==> config.mk <==
export PLATFORM = sky130hd
export DESIGN_NAME = nrzi_unstuff_decoder
export DESIGN_NICKNAME = d
export VERILOG_FILES = /design/src/rtl/nrzi_unstuff_decoder.sv
export SDC_FILE = /design/constraint.sdc
export NUM_CORES = 1
export LEC_CHECK = 0
export ABC_AREA = 1
export BUFFER_PORTS_ARGS = -buffer_cell sky130_fd_sc_hd__buf_2
export CAP_MARGIN = 25
export CORE_AREA = 10 10 47 49
export DETAILED_ROUTE_END_ITERATION = 8
export DIE_AREA = 0 0 57 59
export PLACE_DENSITY = 0.63
export SLEW_MARGIN = 20
export SYNTH_ARGS = -nofsm -noshare
export SYNTH_HDL_FRONTEND = slang
export SYNTH_SLANG_ARGS = --single-unit
==> constraint.sdc <==
create_clock -name clk -period 1.1 [get_ports clk]
set_input_delay 0.275 -clock clk [delete_from_list [all_inputs] [get_ports clk]]
set_output_delay 0.275 -clock clk [all_outputs]
set_load 0.05 [all_outputs]
==> src/rtl/nrzi_unstuff_decoder.sv <==
// nrzi_unstuff_decoder
//   NRZI line decoder with bit-unstuffing and stuff-violation detection for
//   the USB receive path. The synchronised line is sampled on each bit
//   strobe. An unchanged level decodes as 1 and a transition decodes as 0.
//   After STUFF_LEN consecutive ones, the next bit is a stuff slot. A 0 in
//   that slot is a stuffed bit and is dropped. A 1 in that slot is a
//   violation.
//
// Parameters
//   STUFF_LEN   consecutive ones before an inserted zero (1..15)
//   IDLE_LEVEL  line level assumed at reset / after clear
//
// Ports
//   clk          system clock
//   n_rst        asynchronous active-low reset
//   d_plus_sync  synchronised line level
//   shift_enable one-cycle bit strobe
//   clear        synchronous restart, overrides shift_enable
//   d_orig       last decoded data bit, held between strobes
//   bit_valid    one-cycle pulse, d_orig carries a new bit
//   stuff_err    one-cycle pulse, stuff violation seen
//   err_flag     sticky violation flag, cleared by clear or reset
//   ones_count   current run of consecutive decoded ones (saturating)
module nrzi_unstuff_decoder #(
   parameter  int unsigned STUFF_LEN  = 6,
   parameter  bit          IDLE_LEVEL = 1'b1,
   localparam int unsigned CW         = $clog2(STUFF_LEN + 1)
) (
   input  logic          clk,
   input  logic          n_rst,
   input  logic          d_plus_sync,
   input  logic          shift_enable,
   input  logic          clear,
   output logic          d_orig,
   output logic          bit_valid,
   output logic          stuff_err,
   output logic          err_flag,
   output logic [CW-1:0] ones_count
);

   localparam logic [CW-1:0] STUFF_C = CW'(STUFF_LEN);

   logic          prev_q,  prev_d;
   logic [CW-1:0] cnt_q,   cnt_d;
   logic          dorig_q, dorig_d;
   logic          valid_q, valid_d;
   logic          serr_q,  serr_d;
   logic          eflag_q, eflag_d;
   logic          dec;

   assign dec = ~(d_plus_sync ^ prev_q);

   always_comb begin
      prev_d  = prev_q;
      cnt_d   = cnt_q;
      dorig_d = dorig_q;
      valid_d = 1'b0;
      serr_d  = 1'b0;
      eflag_d = eflag_q;
      if (clear) begin
         prev_d  = IDLE_LEVEL;
         cnt_d   = '0;
         dorig_d = 1'b1;
         eflag_d = 1'b0;
      end else if (shift_enable) begin
         prev_d = d_plus_sync;
         if (cnt_q >= STUFF_C) begin
            // Stuff slot. A 0 here is the inserted bit and is dropped.
            // A 1 here is a violation. The counter stays saturated, so
            // every further 1 also flags a violation.
            if (dec) begin
               serr_d  = 1'b1;
               eflag_d = 1'b1;
            end else begin
               cnt_d = '0;
            end
         end else begin
            dorig_d = dec;
            valid_d = 1'b1;
            cnt_d   = dec ? cnt_q + CW'(1) : '0;
         end
      end
   end

   always_ff @(posedge clk or negedge n_rst) begin
      if (!n_rst) begin
         prev_q  <= IDLE_LEVEL;
         cnt_q   <= '0;
         dorig_q <= 1'b1;
         valid_q <= 1'b0;
         serr_q  <= 1'b0;
         eflag_q <= 1'b0;
      end else begin
         prev_q  <= prev_d;
         cnt_q   <= cnt_d;
         dorig_q <= dorig_d;
         valid_q <= valid_d;
         serr_q  <= serr_d;
         eflag_q <= eflag_d;
      end
   end

   assign d_orig     = dorig_q;
   assign bit_valid  = valid_q;
   assign stuff_err  = serr_q;
   assign err_flag   = eflag_q;
   assign ones_count = cnt_q;

endmodule

==> results.toml <==
[status]
status = "finished with violations"
failed_checks = "negative setup slack"

[critical_path]
slowest_delay_ns = 0.54
worst-r2r-cell-count = 9
crit_slowest_cell = "dfstp_2"
worst_ep_arrival_time_ns = 0.94
cp-end-kind = "primary output"
critPathLaunchType = "flip-flop"
r2r-start = "ones_count[0]"
cp.required_ns = 0.82
critPathMaxFanout = 2
cp.buffers_inverters = 1
criticalPathCategory = "reg2out"
rrSetupSlack_ns = -0.07
timing.critical_path.cells = "buf_8"
rr_endpoint = "ones_count[2]"
path_delay_family = "flip-flops"

[min_path]
hold_path_end = "prev_q"
whs_path_depth = 2
hold_class = "in2reg"
min_from = "shift_enable"

[power_and_ir_drop]
pwr-share-comb_pct = 20.3
p_sw_share_pct = 28.2
power_frac_seq_pct = 45.1
p_sw_mw = 0.200
p_per_area_nw_per_um2 = 1110
cellInternalPower_mw = 0.509
p_leak_nw = 0.319
ir_drop_uv = 774
p_clk_share_pct = 34.6

[floorplanning]
dieHeight_microns = 59
start_util_pct = 28.8
die-area_sq_um = 3360
rows = 14
die_width_microns = 57
coreArea_sq_um = 1400
ios = 12

[grt]
grt_pass1_wl_microns = 1680
antenna_found_initial = 0
grt_remaining_overflow = 0
grt_use_total_pct = 6.54
grt_max_degree = 9
grt_pass1_vias = 406

[placed_design]
port_buffers = 11
place.gp.congestion = 0.831
place_area_sq_um = 503
dp_hpwl_microns = 689

[sta]
skew_ns = 0.00687
setup_ws_ns = -0.112
tns_ns = -0.378
hold_violations = 0
relSlewSlack_pct = 86.9
maxSlewViolCount = 0
rsz0062_at_grt = "true"
fin_crit_ns = 1.21
finalSetupViolations = 6
max_clock_freq_mhz = 825
min_period_over_period_pct = 110
tightest_slew_ns = 0.196
whs_ns = 0.286

[drt]
wl_per_cell_microns = 10.8
vias_per_cell = 4.54
drt_iter0_markers = 2
drc = 0
vias = 381
routed_wl_microns = 910
first_pass_iters = 3
drtAntennaViolNets = 0

[cells_and_area]
drive_gt1_share_pct = 54.4
nets = 75
diodes = 0
fin_area_sq_um = 641
syn_to_final_growth_pct = 58.5

[clocking]
clock_path_buffers = 2
cts_tree = "built"
cts.clk_slew.worst_paths_ns = 0.05
numClockSinks = 8
root_buffer = "clkbuf_4"
insertion_delay_ns = 0.26
numCtsBuffers = 3
cts_max_level = 1

[synthesis]
synth_fp_nets = 54
synth.distinct_cells = 17
syn_area_sq_um = 404
yosysSeqAreaShare_pct = 50.2
synth_largest_area_cell = "dfrtp_1"
yosysTopAreaCellShare_pct = 37.2
synth-seq-cells = 8
synth_most_common_cell = "nand2_1"
synth_area_per_cell_sq_um = 8.42
synth_edf_count = 0
yosys-top-cells-count = "nand2_1 (10), nor2_1 (8), dfrtp_1 (6), inv_1 (5), nand3_1 (3)"
yosysWarnings = 0
synthFlopType = "dfrtp_1"
synth_area_leaders = "dfrtp_1 (37%), dfstp_2 (13%), nand2_1 (9.3%), nor2_1 (7.4%), inv_1 (4.6%)"
syn_inst = 48
synthArstFlopShare_pct = 100

[flow_run]
drv_cap = 0
## final cells by class
class                      instances  area [sq um]
fill                             147           761
sequential                         8           206
multi-input combinational         32           200
timing repair buffer              17           161
clock buffer                       4          26.3
inverter                           7          26.3
tap                               16          20.0
## metal layers
metal	routed length [microns]	global-route usage, %	vias up
met3	114	5.58	2
li1	-	-	188
met1	368	6.33	178
met2	411	9.77	13
met5	0	0	-
met4	16	3.02	0
## metrics by stage
stage	std cells	power [mW]	util (%)	worst slack, ns
after global routing	84	0.751	45.7	-0.215
after floorplan	48	0.396	-	-0.0766
after global placement	76	0.432	35.9	-0.0522
after CTS	83	0.721	44.3	-0.125
after detailed placement	76	0.434	35.9	-0.0829
final	84	0.709	45.7	-0.112
## sequential cells by signal, indices dropped and copies added, names as in the netlist
register / flops
ones_count: 3
bit_valid: 1
d_orig: 1
err_flag: 1
prev_q: 1
stuff_err: 1
## worst reg2reg max path, stage by stage, from the launching register on
cell	delay [ns]
dfrtp_2	0.41
buf_6	0.12
ha_4	0.15
nand2_2	0.06
inv_2	0.03
nor2_2	0.08
nand3_1	0.07
nor2_1	0.08
nand2_1	0.06
nand2_1	0.05
## worst max path at each step
stage / from / endpoint / slack, ns / cells past startpoint
2_1_floorplan: ones_count[1] / ones_count[2] / -0.08 / 8
3_3_place_gp: prev_q / ones_count[2] / -0.05 / 7
3_5_place_dp: prev_q / ones_count[2] / -0.08 / 7
4_1_cts: d_orig / d_orig / -0.12 / 1
5_1_grt: ones_count[0] / ones_count[2] / -0.21 / 9
6_report: d_orig / d_orig / -0.11 / 1
## power groups by stage
stage	combinational, mW	clock (mW)	sequential, mW
after floorplan	0.0414	0	0.355
after global placement	0.110	0	0.322
after detailed placement	0.112	0	0.322
after CTS	0.144	0.258	0.319
after global routing	0.158	0.272	0.321
final	0.144	0.246	0.320
## what timing repair did
| item | CTS | global route |
|---|---|---|
| gates resized for setup | 20 | 5 |
| endpoints found under the setup margin | 10 | 10 |
| endpoints found under the hold margin | 6 | 0 |
| setup buffers | 2 | 1 |
| hold buffers | 1 | 0 |
| pin swaps | 3 | 2 |
## logic make-up after synthesis
group | count (synthesis) | share of synthesized area [%]
simple gates | 24 | 27.6
buf+inv | 8 | 8.36
flops | 8 | 50.2
compound gates | 7 | 10.8
fa+ha+maj | 1 | 3.10
## placed cells by master, fill, tap and decap left out
cell type,instances
dlygate4sd3_1,1
buf_8,3
a21oi_1,1
nor3_4,1
inv_2,4
buf_4,4
dfstp_2,2
dfrtp_2,3
a21oi_2,1
nand3_1,3
inv_1,3
nand2_2,3
o21ai_4,1
nand2_4,1
a31oi_1,1
ha_4,1
buf_6,5
clkbuf_4,3
buf_2,4
clkbuf_1,1
o21ai_0,2
nand2_1,8
nor2_2,1
dfrtp_1,3
nor2_1,7
o21ai_1,1
Power figures use the tool's default switching activity.
